**src/rtl/dbg_guv.sv**
```systemverilog
// Debug governor: per-core stream tap that can drop, log, pause or inject AXIS flits under daisy-chained command control.
// Latency: stream paths are combinational (0 cycles); cmd_out is 0 cycles, or 1 cycle when PIPE_STAGE=1.
// Backpressure: in_TREADY honours out_TREADY (unless dropping) and log_catted_TREADY (when logging); commands are never stalled.
module dbg_guv #(
    parameter int DATA_WIDTH  = 64,
    parameter int DEST_WIDTH  = 16,
    parameter int ID_WIDTH    = 16,
    parameter int CNT_SIZE    = 16,
    parameter int ADDR_WIDTH  = 11,
    parameter int ADDR        = 0,
    parameter     RESET_TYPE  = "NO_RESET",
    parameter int STICKY_MODE = 1,
    parameter int PIPE_STAGE  = 0
) (
    input  logic                         clk,
    input  logic                         rst,

    input  logic [DATA_WIDTH-1:0]        cmd_in_TDATA,
    input  logic                         cmd_in_TVALID,
    output logic [DATA_WIDTH-1:0]        cmd_out_TDATA,
    output logic                         cmd_out_TVALID,

    input  logic [DATA_WIDTH-1:0]        in_TDATA,
    input  logic                         in_TVALID,
    output logic                         in_TREADY,
    input  logic [DATA_WIDTH/8-1:0]      in_TKEEP,
    input  logic [DEST_WIDTH-1:0]        in_TDEST,
    input  logic [ID_WIDTH-1:0]          in_TID,
    input  logic                         in_TLAST,

    output logic [DATA_WIDTH-1:0]        out_TDATA,
    output logic                         out_TVALID,
    input  logic                         out_TREADY,
    output logic [DATA_WIDTH/8-1:0]      out_TKEEP,
    output logic [DEST_WIDTH-1:0]        out_TDEST,
    output logic [ID_WIDTH-1:0]          out_TID,
    output logic                         out_TLAST,

    output logic [DATA_WIDTH+DATA_WIDTH/8-1:0] log_catted_TDATA,
    output logic                         log_catted_TVALID,
    output logic                         log_catted_TLAST,
    input  logic                         log_catted_TREADY
);
    localparam int KEEP_W = DATA_WIDTH / 8;
    localparam logic [ADDR_WIDTH-1:0] MY_ADDR = ADDR[ADDR_WIDTH-1:0];

    // RESET_TYPE only exists so older instantiations still elaborate.
    logic unused_reset_type;
    assign unused_reset_type = (RESET_TYPE == "NO_RESET");

    // One register image; the shadow copy is written by commands, the live copy steers the stream.
    typedef struct packed {
        logic [CNT_SIZE-1:0]   drop_cnt;
        logic [CNT_SIZE-1:0]   log_cnt;
        logic [DATA_WIDTH-1:0] inj_tdata;
        logic [KEEP_W-1:0]     inj_tkeep;
        logic [DEST_WIDTH-1:0] inj_tdest;
        logic [ID_WIDTH-1:0]   inj_tid;
        logic                  inj_tlast;
        logic                  inj_tvalid;
        logic                  keep_pausing;
        logic                  keep_logging;
        logic                  keep_dropping;
    } dbg_regs_t;

    dbg_regs_t shadow_q, shadow_d;
    dbg_regs_t live_q, live_d;

    logic [ADDR_WIDTH-1:0] cmd_addr;
    logic [3:0]            cmd_reg;
    logic [31:0]           cmd_val;
    logic                  cmd_hit;

    assign cmd_addr = cmd_in_TDATA[DATA_WIDTH-1 -: ADDR_WIDTH];
    assign cmd_reg  = cmd_in_TDATA[DATA_WIDTH-ADDR_WIDTH-1 -: 4];
    assign cmd_val  = cmd_in_TDATA[31:0];
    assign cmd_hit  = cmd_in_TVALID && (cmd_addr == MY_ADDR);

    logic inject, pause, dropping, logging, in_hs;

    assign inject   = live_q.inj_tvalid;
    assign pause    = live_q.keep_pausing && !inject;
    assign dropping = live_q.keep_dropping || (live_q.drop_cnt != '0);
    assign logging  = live_q.keep_logging  || (live_q.log_cnt  != '0);
    assign in_hs    = in_TVALID && in_TREADY;

    // Stream steering: inject beats pause, pause beats normal forwarding.
    always_comb begin
        out_TDATA         = in_TDATA;
        out_TKEEP         = in_TKEEP;
        out_TDEST         = in_TDEST;
        out_TID           = in_TID;
        out_TLAST         = in_TLAST;
        out_TVALID        = 1'b0;
        in_TREADY         = 1'b0;
        log_catted_TVALID = 1'b0;
        if (inject) begin
            out_TDATA  = live_q.inj_tdata;
            out_TKEEP  = live_q.inj_tkeep;
            out_TDEST  = live_q.inj_tdest;
            out_TID    = live_q.inj_tid;
            out_TLAST  = live_q.inj_tlast;
            out_TVALID = 1'b1;
        end else if (!pause) begin
            out_TVALID        = in_TVALID && !dropping && (!logging || log_catted_TREADY);
            log_catted_TVALID = in_TVALID && logging && (dropping || out_TREADY);
            in_TREADY         = (dropping || out_TREADY) && (!logging || log_catted_TREADY);
        end
    end

    assign log_catted_TDATA = {in_TKEEP, in_TDATA};
    assign log_catted_TLAST = in_TLAST;

    // Next-state for shadow and live registers; a latch overrides any same-edge counter or inject update.
    always_comb begin
        shadow_d = shadow_q;
        live_d   = live_q;

        if (in_hs && live_q.drop_cnt != '0) live_d.drop_cnt = live_q.drop_cnt - CNT_SIZE'(1);
        if (in_hs && live_q.log_cnt  != '0) live_d.log_cnt  = live_q.log_cnt  - CNT_SIZE'(1);
        if (inject && out_TREADY)           live_d.inj_tvalid = 1'b0;

        if (cmd_hit) begin
            case (cmd_reg)
                4'd0:  shadow_d.drop_cnt      = CNT_SIZE'(cmd_val);
                4'd1:  shadow_d.log_cnt       = CNT_SIZE'(cmd_val);
                4'd2:  shadow_d.inj_tdata     = {shadow_q.inj_tdata[DATA_WIDTH-33:0], cmd_val};
                4'd3:  shadow_d.inj_tkeep     = KEEP_W'(cmd_val);
                4'd4:  shadow_d.inj_tdest     = DEST_WIDTH'(cmd_val);
                4'd5:  shadow_d.inj_tid       = ID_WIDTH'(cmd_val);
                4'd6:  shadow_d.inj_tlast     = cmd_val[0];
                4'd7:  shadow_d.inj_tvalid    = cmd_val[0];
                4'd8:  shadow_d.keep_pausing  = cmd_val[0];
                4'd9:  shadow_d.keep_logging  = cmd_val[0];
                4'd10: shadow_d.keep_dropping = cmd_val[0];
                4'd15: begin
                    live_d = shadow_q;
                    if (STICKY_MODE == 0) shadow_d = '0;
                end
                default: ;
            endcase
        end
    end

    // Register image state; reset returns the core to plain pass-through.
    always_ff @(posedge clk or negedge rst) begin
        if (!rst) begin
            shadow_q <= '0;
            live_q   <= '0;
        end else begin
            shadow_q <= shadow_d;
            live_q   <= live_d;
        end
    end

    generate
        if (PIPE_STAGE != 0) begin : g_cmd_pipe
            logic [DATA_WIDTH-1:0] cmd_tdata_q, cmd_tdata_d;
            logic                  cmd_tvalid_q, cmd_tvalid_d;

            // Commands for this core are swallowed; everything else moves one hop down the chain.
            always_comb begin
                cmd_tdata_d  = cmd_in_TDATA;
                cmd_tvalid_d = cmd_in_TVALID && !cmd_hit;
            end

            // One-cycle command retiming stage.
            always_ff @(posedge clk or negedge rst) begin
                if (!rst) begin
                    cmd_tdata_q  <= '0;
                    cmd_tvalid_q <= 1'b0;
                end else begin
                    cmd_tdata_q  <= cmd_tdata_d;
                    cmd_tvalid_q <= cmd_tvalid_d;
                end
            end

            assign cmd_out_TDATA  = cmd_tdata_q;
            assign cmd_out_TVALID = cmd_tvalid_q;
        end else begin : g_cmd_comb
            assign cmd_out_TDATA  = cmd_in_TDATA;
            assign cmd_out_TVALID = cmd_in_TVALID && !cmd_hit;
        end
    endgenerate
endmodule

```
**config.mk**
```make
export PLATFORM = sky130hd
export DESIGN_NAME = dbg_guv
export DESIGN_NICKNAME = d
export VERILOG_FILES = /design/src/rtl/dbg_guv.sv
export SDC_FILE = /design/constraint.sdc
export NUM_CORES = 1
export LEC_CHECK = 0
export ABC_AREA = 1
export CORE_ASPECT_RATIO = 1.2
export CORE_MARGIN = 4
export CORE_UTILIZATION = 48
export CTS_BUF_LIST = sky130_fd_sc_hd__clkbuf_16
export DETAILED_ROUTE_END_ITERATION = 8
export PLACE_DENSITY_LB_ADDON = 0.05
export SLEW_MARGIN = 25
export SYNTH_ARGS = -nofsm -noshare
export SYNTH_HDL_FRONTEND = slang
export SYNTH_SLANG_ARGS = --single-unit
```
**constraint.sdc**
```tcl
create_clock -name clk -period 2.8 [get_ports clk]
set_input_delay 0.7 -clock clk [delete_from_list [all_inputs] [get_ports clk]]
set_output_delay 0.7 -clock clk [all_outputs]
set_load 0.01 [all_outputs]
```
; ---- After elaboration in Yosys (flattened, before gate mapping)
; Index checks and enable logic that the tools add are counted.
[classes]
addsub = 2
eq_ne = 11
mux = 16
n_reduce_logical = 36
[op_table]
columns = operator, n
row1 = two-way mux 141 bit, 2
row2 = two-way mux 16 bit, 4
row3 = two-way mux 64 bit, 1
row4 = nonzero test 16 bit, 2
row5 = subtractor 16 x 1 -> 16 bit (second input constant), 2
row6 = AND reduction 2 bit, 12
row7 = == test 4 x 3 -> 1 bit (second input constant), 4
row8 = == test 4 bit (second input constant), 4
row9 = logical AND 1 bit, 12
row10 = logical NOT 11 bit, 1
row11 = == test 4 x 2 -> 1 bit (second input constant), 2
row12 = two-way mux 1 bit, 8
row13 = two-way mux 8 bit, 1
row14 = == test 4 x 1 -> 1 bit (second input constant), 1
row15 = logical NOT 1 bit, 4
row16 = logical NOT 4 bit, 1
row17 = logical OR 1 bit, 4
[totals]
register_bits = 282
in_bits = 175
output_inout_bits = 246
wordCells = 87

; ---- Depth between registers and ports, before layout
[depth]
word_depth = 12
depth_mapped = 14
depth_no_buf = 13

; ---- Worst setup path after synthesis
; OpenSTA, ideal clock, no wires.
[synth_path]
path_type = register -> output
startpoint = register live_q[109] in the netlist's numbering
endpoint = output log_catted_TVALID
arrival_ns = 1.560
t_required_ns = 2.100
path_slack_ns = 0.540
stages_incl_launch_ff = 9
path_buffers = 1
path_cell_list = dfrtp_1 > inv_1 > ha_1 > nand2_1 > nor2_1 > nand4_2 > clkbuf_1 > o21ai_0 > nor3_1
[synth_via]
elab_chain_cells = 6
[synth_rtl]
columns = element, line
row1 = from (decl), 67  ; dbg_regs_t live_q, live_d;
row2 = from (signal assigned), 152  ; live_q <= live_d;
row3 = nonzero test 16 bit, 84  ; assign logging = live_q.keep_logging || (live_q.log_cnt != '0);
row4 = logical OR 1 bit, 84
row5 = logical AND 1 bit (2 in a row), 106  ; log_catted_TVALID = in_TVALID && logging && (dropping || out_TREADY);
row6 = two-way mux 1 bit, 104  ; end else if (!pause) begin
row7 = two-way mux 1 bit, 97  ; if (inject) begin
row8 = to (decl), 40  ; output logic log_catted_TVALID,
; Every way passes these cells.

; ---- Worst setup path in the final report
[layout_path]
startpoint = register live_q (netlist bit inject)
endpoint = output out_TDATA[17]
[layout_via]
elab_chain_cells = 1
[layout_rtl]
columns = element, line
row1 = two-way mux 64 bit, 97
row2 = to (decl), 31  ; output logic [DATA_WIDTH-1:0] out_TDATA,
; Every way passes these cells.

==> results by group <==
Critical path
  – RR Endpoint: live_q[128]
  – CP required: 2100 ps
  – Critical Path AT: 2020 ps
  – Max incr delay on CP: 550 ps
  – Crit-path slowest cell: clkdlybuf4s50_1
  – Worst path depth: 5
  – Worst Path Buf+Inv: 3
  – Flop-to-flop setup slack: 460 ps
  – Largest delay share family, worst path: buffers and inverters
  – Worst Setup EP: out_TDATA[17]
  – Crit path launch type: register
  – Crit Reg-Reg Startpoint: live_q[109]
  – Crit path kind: register to output pin
  – Worst-path cell chain: buf_12 -> buf_12 -> nand2_1 -> nand2_1 -> clkdlybuf4s50_1
  – Critical path endpoint category: output pin
  – Reg2Reg Depth: 14
  – Worst setup path startpoint: inject
  – CP max FO: 19

GRT
  – Overflow after GRT: 0
  – Initial antenna violation count: 2
  – GRT Total Usage: 24.4%
  – Vias in the first global route: 12200
  – First-pass GRT wire length: 63.9 mm
  – Largest net degree at the start of global routing: 80

Clock network
  – Clock Sink Count: 282
  – CTS clk-pin slew, worst paths: 60 ps
  – Root buf cell: clkbuf_16
  – # hold bufs at CTS: 0
  – Clock buffer count from CTS: 28
  – Clk_lat worst skew: 540 ps
  – H-tree depth: 1
  – CTS max path bufs: 3
  – CTS tree: done

STA
  – Skew final: 6.26 ps
  – Final hold vios: 0
  – Slew Viols, Final: 0
  – RSZ-0062 raised after global routing: false
  – Setup TNS: 0 ps
  – Final period util: 97.1%
  – Final setup fails: 0
  – Tightest Pin Transition: 649 ps
  – Final period demand of the worst path: 2720 ps
  – Max Clock Freq: 0.368 GHz
  – Worst slew margin: 56.7%

Synth
  – Unique masters post-synth: 36
  – Synth Register Bits: 282
  – Top cells by area, synth: dfrtp_1 50%, nand2_1 14%, buf_4 7.9%
  – Seq/Total Area, Yosys: 49.6%
  – Synthesized area per cell: 7.95 um2
  – Post-Synthesis Cells: 1788
  – Warnings, synthesis: 0
  – Area leader, netlist: dfrtp_1
  – Synth top area share: 49.6%
  – Net count after synthesis: 1966
  – Netlist Area Pre-Place: 0.0142 mm2

Routing
  – Initial drt markers: 729
  – Vias: 12100
  – DR WL met2: 20.2 mm
  – Post-route ant nets: 0
  – WL met3: 1.92 mm
  – Top Layer Used: met5
  – Routed vias/inst: 4.94
  – Residual DRC count: 0
  – Metal-1 WL: 16.9 mm
  – First-pass DRT Iterations: 5
  – Routed WL per cell: 16.4 um
  – WL final: 40.0 mm

Pwr
  – Reg power frac: 44.1%
  – Total chip power: 10100 uW
  – Gate power share: 20.8%
  – Sw frac: 28.6%
  – Psw: 2900 uW
  – Internal power: 7240 uW
  – LEAKAGE: 0.00926 uW
  – Power per standard cell area: 542 mW/mm2
  – Peak VDD IR: 0.000385 V
  – Clock network power share: 35.1%

Floorplan
  – Die height: 197 um
  – Initial core utilization: 49.0%
  – Die W: 165 um
  – CORE AREA: 0.0290 mm2
  – # IOs: 421
  – Die ar.: 0.0325 mm2
  – Std cell rows: 68

Worst hold path
  – Hold Crit Class: primary input to asynchronous set/reset pin

Place
  – Area of placed instances: 0.0176 mm2
  – Placed wire-length estimate: 28.3 mm
  – RePlAce Congestion: 0.861
  – Port bufs: 386

Layout
  – Design Area, Final: 0.0187 mm2
  – Fillers: 2581
  – Area taken by flip-flops and latches: 0.00706 mm2
  – Layout Nets: 2211
  – Multi-input gate area: 0.00504 mm2
  – Share of cells above drive strength 1: 6.58%
  – Area growth syn-to-layout: 31.6%

Outcome
  – Status: finished, final reports clean

Flow run
  – Max-cap violations: 0
## worst min path at each step
stage             startpoint       endpoint  slack (ps)  cells past startpoint
2_1_floorplan            rst         inject         400                      0
3_3_place_gp   shadow_q[113]  shadow_q[113]         460                      2
3_5_place_dp    shadow_q[21]     live_q[21]         460                      2
4_1_cts                  rst    live_q[140]         160                      1
5_1_grt                  rst    live_q[136]         170                      1
6_report                 rst    live_q[137]         140                      1
## cell usage after synthesis, drive strengths merged
library cell	number
a31oi	1
dfrtp	282
inv	195
a21oi	2
ha	3
xor2	15
o21a	1
clkbuf	48
nor3	3
or2	25
o31ai	2
nor2	66
nor4	3
nand2	549
o21ai	319
nand3	44
a21boi	1
buf	180
nand4	35
clkinv	3
xnor2	11
## state kept, by name, summed over array words and instances, names as in the netlist
name	count
inject	1
live_q	140
shadow_q	141
## cells in the final DEF (no fill, tap or decap), drive strengths merged
cell           synthesis  routed
xor2                  15      15
bufinv                 0       2
o21a                   1       1
clkinv                 3      18
o31ai                  2       2
clkdlybuf4s50          0     290
nor2                  66      66
a21oi                  2       2
xnor2                 11      11
clkdlybuf4s15          0       1
ha                     3       3
inv                  195     200
buf                  180      58
nor3                   3       3
nand2                549     549
nand3                 44      44
diode                  0       1
a31oi                  1       1
nand4                 35      35
dfrtp                282     282
dlygate4sd2            0      85
dlymetal6s2s           0       7
o21ai                319     319
or2                   25      25
clkbuf                48      30
nor4                   3       3
a21boi                 1       1
## power by group through the flow
stage               clock, uW  sequential [uW]  combinational [uW]
CTS                      3630             4450                2080
global route             3800             4500                2370
detailed placement          0             4530                2070
finish                   3560             4480                2110
floorplan                   0             4470                1280
global placement            0             4520                2030
## routing by layer
metal,global-route usage (%),vias up
met5,0,-
li1,-,5964
met2,41.2,299
met4,6.26,2
met3,3.81,54
met1,33.0,5741
## area by class of cell
class / instances / area share [%]
flip-flops and latches: 282 / 37.7
inverters: 198 / 4.06
multi-input cells: 1080 / 26.9
repair buffers: 443 / 24.1
well taps: 385 / 2.57
clock inverters: 22 / 0.876
clock buffers: 28 / 3.74
diodes: 1 / 0.0134
## metrics by stage
step,hold WS (ps),utilization [%],worst slack [ps],instances
after floorplan,404,-,540,1788
after CTS,162,64.2,-13.0,2434
after global routing,172,64.5,0.770,2439
after global placement,460,60.8,-108,2375
final,138,64.5,82.1,2439
after detailed placement,461,60.8,-74.5,2375
## cells by family after synthesis
family / share of synthesized area, %
buffers and inverters: 15.5
AND/OR/NAND/NOR: 21.4
adder cells (fa/ha/maj): 0.264
XOR/XNOR: 1.60
flip-flops: 49.6
AO/OA/AOI/OAI: 11.6
## timing repair
action | 4_1_cts | 5_1_grt
resized for setup | 111 | 30
pin swaps | 3 | 3
setup endpoints to repair | 87 | 16
setup buffers | 6 | 4
gates cloned | 3 | 0
Power figures use the tool's default switching activity.
